File: config.mk
export PLATFORM = sky130hd
export DESIGN_NAME = ctrl_pipeline
export DESIGN_NICKNAME = d
export VERILOG_FILES = /design/src/rtl/ctrl_pkg.sv /design/src/rtl/hazard_unit.sv /design/src/rtl/ctrl_pipeline.sv
export SDC_FILE = /design/constraint.sdc
export NUM_CORES = 1
export LEC_CHECK = 0
export ABC_AREA = 1
export BUFFER_PORTS_ARGS = -buffer_cell sky130_fd_sc_hd__buf_2
export CAP_MARGIN = 20
export CELL_PAD_IN_SITES_DETAIL_PLACEMENT = 2
export CELL_PAD_IN_SITES_GLOBAL_PLACEMENT = 2
export CORE_MARGIN = 1.5
export CORE_UTILIZATION = 30
export DETAILED_ROUTE_END_ITERATION = 6
export PLACE_DENSITY = 0.8
export REMOVE_ABC_BUFFERS = 1
export SYNTH_ARGS = -nofsm -noshare
export SYNTH_HDL_FRONTEND = slang
export SYNTH_SLANG_ARGS = --single-unit
File: constraint.sdc
create_clock -name clk -period 2.3 [get_ports clk]
set_input_delay 0.23 -clock clk [delete_from_list [all_inputs] [get_ports clk]]
set_output_delay 0.23 -clock clk [all_outputs]
set_load 0.02 [all_outputs]
File: src/rtl/ctrl_pkg.sv
// Shared control-path types for the ID/EX/MEM/WB pipeline.
// Holds the decoded control bundle, forwarding selects and opcodes.
package ctrl_pkg;

    localparam int CTRL_W = 10;
    localparam int REG_W  = 5;

    typedef struct packed {
        logic       alu_src;
        logic       mem_to_reg;
        logic       reg_write;
        logic       mem_read;
        logic       mem_write;
        logic [1:0] alu_op;
        logic       branch;
        logic       jal_sel;
        logic       jalr_sel;
    } ctrl_t;

    typedef enum logic [1:0] {
        FWD_RF  = 2'b00,
        FWD_WB  = 2'b01,
        FWD_MEM = 2'b10
    } fwd_sel_t;

    localparam ctrl_t CTRL_NOP = '0;

    localparam logic [6:0] OPC_LOAD   = 7'b0000011;
    localparam logic [6:0] OPC_STORE  = 7'b0100011;
    localparam logic [6:0] OPC_OPIMM  = 7'b0010011;
    localparam logic [6:0] OPC_OP     = 7'b0110011;
    localparam logic [6:0] OPC_BRANCH = 7'b1100011;
    localparam logic [6:0] OPC_JAL    = 7'b1101111;
    localparam logic [6:0] OPC_JALR   = 7'b1100111;
    localparam logic [6:0] OPC_LUI    = 7'b0110111;
    localparam logic [6:0] OPC_AUIPC  = 7'b0010111;

    // A later stage can supply rs when it really writes a nonzero rd == rs.
    function automatic logic reg_hit(
        input logic             v,
        input logic             wr,
        input logic [REG_W-1:0] rd,
        input logic [REG_W-1:0] rs
    );
        return v & wr & (rd != '0) & (rd == rs);
    endfunction

endpackage

File: src/rtl/hazard_unit.sv
// Combinational hazard logic: load-use stall, redirect priority, fwd selects.
// Ports: ID sources, EX/MEM/WB state in; stall, PC/IFID enables, flush, fwd out.
module hazard_unit
    import ctrl_pkg::*;
(
    input  logic             id_valid,
    input  logic [REG_W-1:0] id_rs1,
    input  logic [REG_W-1:0] id_rs2,
    input  logic             ex_redirect,
    input  logic             ex_valid,
    input  logic             ex_mem_read,
    input  logic [REG_W-1:0] ex_rd,
    input  logic [REG_W-1:0] ex_rs1,
    input  logic [REG_W-1:0] ex_rs2,
    input  logic             mem_valid,
    input  logic             mem_reg_write,
    input  logic [REG_W-1:0] mem_rd,
    input  logic             wb_valid,
    input  logic             wb_reg_write,
    input  logic [REG_W-1:0] wb_rd,
    output logic             stall,
    output logic             pc_write,
    output logic             ifid_write,
    output logic             ifid_flush,
    output fwd_sel_t         fwd_a,
    output fwd_sel_t         fwd_b
);

    logic load_use;

    always_comb begin
        load_use = ex_valid & ex_mem_read & (ex_rd != '0) & id_valid
                 & ((ex_rd == id_rs1) | (ex_rd == id_rs2));
        // The redirect kills the dependent ID instruction anyway.
        stall      = load_use & ~ex_redirect;
        pc_write   = ~stall;
        ifid_write = ~stall;
        ifid_flush = ex_redirect;

        fwd_a = FWD_RF;
        if (reg_hit(mem_valid, mem_reg_write, mem_rd, ex_rs1)) begin
            fwd_a = FWD_MEM;
        end else if (reg_hit(wb_valid, wb_reg_write, wb_rd, ex_rs1)) begin
            fwd_a = FWD_WB;
        end

        fwd_b = FWD_RF;
        if (reg_hit(mem_valid, mem_reg_write, mem_rd, ex_rs2)) begin
            fwd_b = FWD_MEM;
        end else if (reg_hit(wb_valid, wb_reg_write, wb_rd, ex_rs2)) begin
            fwd_b = FWD_WB;
        end
    end

endmodule

File: src/rtl/ctrl_pipeline.sv
// Control pipeline: ID/EX, EX/MEM, MEM/WB registers, bubbles, flush, counters.
// Ports: clk/reset_n, ID bundle + redirect in; stage bundles, fwd, enables out.
module ctrl_pipeline
    import ctrl_pkg::*;
#(
    parameter int CNT_W = 32
) (
    input  logic              clk,
    input  logic              reset_n,
    input  logic              id_valid,
    input  logic [CTRL_W-1:0] id_ctrl,
    input  logic [REG_W-1:0]  id_rs1,
    input  logic [REG_W-1:0]  id_rs2,
    input  logic [REG_W-1:0]  id_rd,
    input  logic              ex_redirect,
    output logic [CTRL_W-1:0] ex_ctrl,
    output logic [CTRL_W-1:0] mem_ctrl,
    output logic [CTRL_W-1:0] wb_ctrl,
    output logic [REG_W-1:0]  ex_rs1,
    output logic [REG_W-1:0]  ex_rs2,
    output logic [REG_W-1:0]  ex_rd,
    output logic [REG_W-1:0]  mem_rd,
    output logic [REG_W-1:0]  wb_rd,
    output logic              ex_valid,
    output logic              mem_valid,
    output logic              wb_valid,
    output logic [1:0]        fwd_a,
    output logic [1:0]        fwd_b,
    output logic              pc_write,
    output logic              ifid_write,
    output logic              ifid_flush,
    output logic [CNT_W-1:0]  stall_cnt,
    output logic [CNT_W-1:0]  flush_cnt
);

    localparam logic [CNT_W-1:0] CNT_ONE = {{(CNT_W-1){1'b0}}, 1'b1};
    localparam logic [CNT_W-1:0] CNT_MAX = '1;

    ctrl_t            ex_ctrl_q, ex_ctrl_d;
    ctrl_t            mem_ctrl_q, mem_ctrl_d;
    ctrl_t            wb_ctrl_q, wb_ctrl_d;
    logic [REG_W-1:0] ex_rs1_q, ex_rs1_d;
    logic [REG_W-1:0] ex_rs2_q, ex_rs2_d;
    logic [REG_W-1:0] ex_rd_q, ex_rd_d;
    logic [REG_W-1:0] mem_rd_q, mem_rd_d;
    logic [REG_W-1:0] wb_rd_q, wb_rd_d;
    logic             ex_valid_q, ex_valid_d;
    logic             mem_valid_q, mem_valid_d;
    logic             wb_valid_q, wb_valid_d;
    logic [CNT_W-1:0] stall_cnt_q, stall_cnt_d;
    logic [CNT_W-1:0] flush_cnt_q, flush_cnt_d;

    logic     stall;
    logic     flush;
    fwd_sel_t fwd_a_s;
    fwd_sel_t fwd_b_s;

    hazard_unit u_hazard (
        .id_valid      (id_valid),
        .id_rs1        (id_rs1),
        .id_rs2        (id_rs2),
        .ex_redirect   (ex_redirect),
        .ex_valid      (ex_valid_q),
        .ex_mem_read   (ex_ctrl_q.mem_read),
        .ex_rd         (ex_rd_q),
        .ex_rs1        (ex_rs1_q),
        .ex_rs2        (ex_rs2_q),
        .mem_valid     (mem_valid_q),
        .mem_reg_write (mem_ctrl_q.reg_write),
        .mem_rd        (mem_rd_q),
        .wb_valid      (wb_valid_q),
        .wb_reg_write  (wb_ctrl_q.reg_write),
        .wb_rd         (wb_rd_q),
        .stall         (stall),
        .pc_write      (pc_write),
        .ifid_write    (ifid_write),
        .ifid_flush    (flush),
        .fwd_a         (fwd_a_s),
        .fwd_b         (fwd_b_s)
    );

    always_comb begin
        // ID/EX defaults to a fully zeroed bubble.
        ex_valid_d = 1'b0;
        ex_ctrl_d  = CTRL_NOP;
        ex_rd_d    = '0;
        ex_rs1_d   = '0;
        ex_rs2_d   = '0;
        if (id_valid && !stall && !ex_redirect) begin
            ex_valid_d = 1'b1;
            ex_ctrl_d  = ctrl_t'(id_ctrl);
            ex_rd_d    = id_rd;
            ex_rs1_d   = id_rs1;
            ex_rs2_d   = id_rs2;
        end

        // The redirecting instruction itself still moves on to MEM.
        mem_valid_d = ex_valid_q;
        mem_ctrl_d  = ex_ctrl_q;
        mem_rd_d    = ex_rd_q;
        wb_valid_d  = mem_valid_q;
        wb_ctrl_d   = mem_ctrl_q;
        wb_rd_d     = mem_rd_q;

        stall_cnt_d = stall_cnt_q;
        if (stall && stall_cnt_q != CNT_MAX) begin
            stall_cnt_d = stall_cnt_q + CNT_ONE;
        end
        flush_cnt_d = flush_cnt_q;
        if (ex_redirect && flush_cnt_q != CNT_MAX) begin
            flush_cnt_d = flush_cnt_q + CNT_ONE;
        end
    end

    always_ff @(posedge clk or negedge reset_n) begin
        if (!reset_n) begin
            ex_valid_q  <= 1'b0;
            ex_ctrl_q   <= CTRL_NOP;
            ex_rd_q     <= '0;
            ex_rs1_q    <= '0;
            ex_rs2_q    <= '0;
            mem_valid_q <= 1'b0;
            mem_ctrl_q  <= CTRL_NOP;
            mem_rd_q    <= '0;
            wb_valid_q  <= 1'b0;
            wb_ctrl_q   <= CTRL_NOP;
            wb_rd_q     <= '0;
            stall_cnt_q <= '0;
            flush_cnt_q <= '0;
        end else begin
            ex_valid_q  <= ex_valid_d;
            ex_ctrl_q   <= ex_ctrl_d;
            ex_rd_q     <= ex_rd_d;
            ex_rs1_q    <= ex_rs1_d;
            ex_rs2_q    <= ex_rs2_d;
            mem_valid_q <= mem_valid_d;
            mem_ctrl_q  <= mem_ctrl_d;
            mem_rd_q    <= mem_rd_d;
            wb_valid_q  <= wb_valid_d;
            wb_ctrl_q   <= wb_ctrl_d;
            wb_rd_q     <= wb_rd_d;
            stall_cnt_q <= stall_cnt_d;
            flush_cnt_q <= flush_cnt_d;
        end
    end

    assign ex_ctrl    = ex_ctrl_q;
    assign mem_ctrl   = mem_ctrl_q;
    assign wb_ctrl    = wb_ctrl_q;
    assign ex_rs1     = ex_rs1_q;
    assign ex_rs2     = ex_rs2_q;
    assign ex_rd      = ex_rd_q;
    assign mem_rd     = mem_rd_q;
    assign wb_rd      = wb_rd_q;
    assign ex_valid   = ex_valid_q;
    assign mem_valid  = mem_valid_q;
    assign wb_valid   = wb_valid_q;
    assign fwd_a      = fwd_a_s;
    assign fwd_b      = fwd_b_s;
    // No kill request may leave the block while it is held in reset.
    assign ifid_flush = flush & reset_n;
    assign stall_cnt  = stall_cnt_q;
    assign flush_cnt  = flush_cnt_q;

endmodule

# Word-level counts from Yosys, hierarchy flattened
# Index checks and enable logic that the tools add are counted.
# word_totals
regBits	122
in_bits	29
output_inout_bits	129
word_cells	82
# classes
addsub	2
eq_ne	8
n_mux	9
n_bitwise	17
reduce_logical	9
# op_table
op	n
adder 32 x 1 -> 32 bit, second input constant	2
inequality test 32 bit, second input constant	2
equality test 5 bit	6
two-way mux 5 bit	3
nonzero test 5 bit	3
bitwise AND 1 bit	14
two-way mux 10 bit	1
logical AND 1 bit	4
two-way mux 2 bit	2
two-way mux 1 bit	3
zero test 1 bit	2
NOT 1 bit	2
bitwise OR 1 bit	1

# Logic depth before layout (Yosys ltp)
# depth
ltp_word	9
depth_mapped	12
mapped_depth_nobuf	12

# Cells and area by module
# A second synthesis with hierarchy kept.
# unflattened
hier_cells	901
area_unflattened_um2	6518.8
# by_module_without_submodules
mod	n_inst	cells_per_inst	area_per_inst_um2	seq_area_each_um2
ctrl_pipeline	1	764	5890.6	3052.9
hazard_unit	1	137	628.1	0.0

# Worst setup path before layout
# OpenSTA, ideal clock, no wires.
# synth_path
path_type	flip-flop to output port
from	register mem_rd_q[0] (netlist: mem_rd[0])
to	output fwd_b[0]
t_arrival_ns	1.772
required_time_ns	2.070
setup_slack_ns	0.298
path_stages_with_launch	5
n_path_buf	0
path_cell_list	dfrtp_1 -> xnor2_1 -> nand3_1 -> nor4_1 -> nor2_1
# synth_via
elab_chain_cells	4
elab_cells_between_ends	5
cone_classes	eq/ne: 1; mux: 1; bitwise: 2; reduce/logical: 1
# synth_lines
item	line	rtl
start, declared	ctrl_pipeline.sv:45	logic [REG_W-1:0] mem_rd_q, mem_rd_d;
start signal, assigned	ctrl_pipeline.sv:138	mem_rd_q <= mem_rd_d;
nonzero test 5 bit	ctrl_pkg.sv:45	return v & wr & (rd != '0) & (rd == rs);
bitwise AND 1 bit	ctrl_pkg.sv:45	
bitwise AND 1 bit *	ctrl_pkg.sv:45	
two-way mux 2 bit *	hazard_unit.sv:48	if (reg_hit(mem_valid, mem_reg_write, mem_rd, ex_rs2)) begin
end, declared	ctrl_pipeline.sv:28	output logic [1:0] fwd_b,
# Every way passes the cells marked *; elsewhere a longest branch is shown, timed or not.

# Final worst setup path
# layout_path
from	register mem_rd_q[2] (netlist: mem_rd[2])
to	output fwd_b[0]
# The elaborated chain is that of the path after synthesis.

==> impl_metrics.toml <==
[cells_and_area]
utilization_pct = 39.3
syn_to_final_growth_pct = 27.6
diodes = 0
post_route_cells_drive_above_1_share_pct = 22.4
nets = 1009
fin_cells = 1261

[placement]
hpwlAfterDp_um = 16400
globalplace.congestion = 0.785
io_buffers = 157
dp.cells = 1226

[cts]
clk_path_buf_depth = 2
cts_made_buffers = 17
root_buffer = "clkbuf_16"
clkSlewWorstSetupHoldPaths_ns = 0.06
cts_setup_buffers = 0
clock_sinks = 122
clk_latency_ns = 0.42
cts_tree = "built"
htreeDepth = 4

[floorplanning]
pin_count = 158
rows = 52
die_x_um = 148
start_util_pct = 30.8
die_area_um2 = 21800
core-area_um2 = 20400
die_y_um = 148

[timing]
hold_violations = 0
setup_violations = 0
period_minus_slack_ns = 2.06
worstMarginPinSlew_ns = 0.685
maxSlewHeadroom_pct = 54.3
period_share_pct = 89.4
fmax_ghz = 0.487
rsz0062_at_grt = "no"
fin_skew_ns = 0.00788
slew_violations = 0

[yosys]
async_reset_ff_share_pct = 100
yosysWarningCount = 0
synth_cell_types = 27
ys.flop_type = "dfrtp_1"
synth_area_um2 = 6280
seq_area_frac_synth_pct = 48.6
syn_avg_cell_area_um2 = 7.82
netlist_instances = 803
synth-edff-count = 0
synth_seq_cells = 122

[drt]
drtIter0Drc = 165
vias = 5900
dr.pass1.iters = 5
routedWlPerCell_um = 17.3
via_per_inst = 4.68
drt_wl_total_um = 21800
final_antenna_net_count = 0
drc_errors = 0

[global_route]
grt_pass1_wl_um = 35400
grt_pass1_vias = 6430
track_usage_pct = 21.0
antenna_found_initial = 0
grt_max_degree = 55
grt_overflow = 0

[job]
drv_cap = 0

[status]
status = "finished clean"

[setup_path]
cp.required_ns = 2.07
cp_data_arrival_time_ns = 1.83
crit_path_start_kind = "flip-flop"
cp_slowest_stage_delay_ns = 0.45
critPathSlowestCell = "dfrtp_1"
worstSetupPathType = "reg2out"
cp_max_fo = 5
path_cells = "xnor2_1, nand3_1, nor4_1, nor2_1, buf_2"
endpoint_kind = "output pin"

[power_and_ir_drop]
vdd.ir_drop.worst_v = 0.000478
p_leak_nw = 4.32
powerDensity_nw_per_um2 = 727
power_mw = 5.82

[min_path]
worstHoldPathType = "in2reg"
[what timing repair did]
item                                    in CTS  in global routing
endpoints found under the setup margin       0                  0
hold buffers                                 3                  0
endpoints found under the hold margin       70                  0
gates resized for setup                      0                  0
[cell usage in the layout, fill, tap and decap left out, drive strengths merged, types with 3 or more instances in the layout]
cell type and n:
nor3 25, inv 81, xor2 41, nand3 27, buf 170, nand4 14, xnor2 24, dlygate4sd3 3
dfrtp 122, o21ai 14, nand2 317, clkbuf 17, nor2 112, clkinv 4, clkinvlp 4, nand3b 9
[Yosys cell counts, types with 2 or more instances]
cell	number	area share (%)
nor3_1	24	1.9
dfrtp_1	122	49
nand2_1	314	19
nand3_1	26	2.1
nor2_1	109	6.5
o21ai_2	8	1.1
o21ai_0	6	0.48
nand4_1	13	1.3
nor4_1	2	0.20
ha_1	2	0.40
nand2_2	2	0.20
nor2_4	3	0.54
nand3b_1	9	1.1
inv_1	73	4.4
buf_6	6	1.1
xnor2_1	24	3.3
buf_2	4	0.32
buf_4	7	0.84
xor2_1	41	5.7
[final cells by class]
cell class | count | area, um2
clock inverter | 15 | 164
tap | 270 | 338
sequential | 122 | 3050
multi-input combinational | 588 | 2800
clock buffer | 17 | 425
fill | 2397 | 12400
inverter | 76 | 288
timing repair buffer | 173 | 945
[cells by family (layout without fill, tap and decap cells)]
| family | count (synthesis) | after routing | synth area share [%] |
|---|---|---|---|
| simple gates | 507 | 507 | 33.5 |
| compound gates | 14 | 14 | 1.59 |
| fa+ha+maj | 2 | 2 | 0.399 |
| xor+xnor | 65 | 65 | 9.07 |
| buf+inv | 93 | 281 | 6.82 |
| flops | 122 | 122 | 48.6 |
[per-layer routing]
layer | part of all wire (%) | GRT usage (%)
met1 | 45 | 26.3
met2 | 51 | 37.1
met3 | 2.5 | 2.99
met4 | 1.4 | 6.90
met5 | 0 | 0
[flip-flops by register name, indices dropped and copies added, names as in the netlist]
register	count
flush_cnt	32
stall_cnt	32
ex_ctrl	10
mem_ctrl	10
wb_ctrl	10
ex_rd	5
ex_rs1	5
ex_rs2	5
mem_rd	5
wb_rd	5
ex_valid	1
mem_valid	1
wb_valid	1
[stage by stage]
stage | setup slack [ns] | area (um2) | hold WS [ns] | setup TNS, ns
after floorplan | -0.0906 | 6140 | -0.0656 | -2.72
after detailed placement | 0.402 | 7390 | 0.0842 | 0
after CTS | 0.223 | 8010 | 0.00123 | 0
final | 0.245 | 8010 | 0.0142 | 0
after global routing | 0.0794 | 8010 | 0.0168 | 0
after global placement | 0.467 | 7390 | 0.0890 | 0
[path summary, 6_finish.rpt]
check	startpoint	endpoint	slack, ns	cells after the start
min in group asynchronous	reset_n	flush_cnt[3]	0.21	2
hold reg to reg	ex_ctrl[5]	mem_ctrl[5]	0.37	0
max in group asynchronous	reset_n	mem_ctrl[6]	1.16	3
hold / removal	id_rd[4]	ex_rd[4]	0.01	3
setup reg to reg	flush_cnt[3]	flush_cnt[30]	0.39	9
setup / recovery	mem_rd[2]	fwd_b[0]	0.24	5
[worst max-delay path, delay by kind of cell (launching register included)]
kind,cells,cell delay [ns]
flip-flops,1,0.45
XOR/XNOR,1,0.18
AND/OR/NAND/NOR,3,0.58
buffers and inverters,1,0.18
[power breakdown]
part           internal (mW)  switching [mW]  total [mW]
Combinational          0.225           0.477       0.703
Sequential              2.26           0.140        2.40
Clock                   1.62            1.11        2.72
Note: power is estimated with default switching activity, not from simulation.
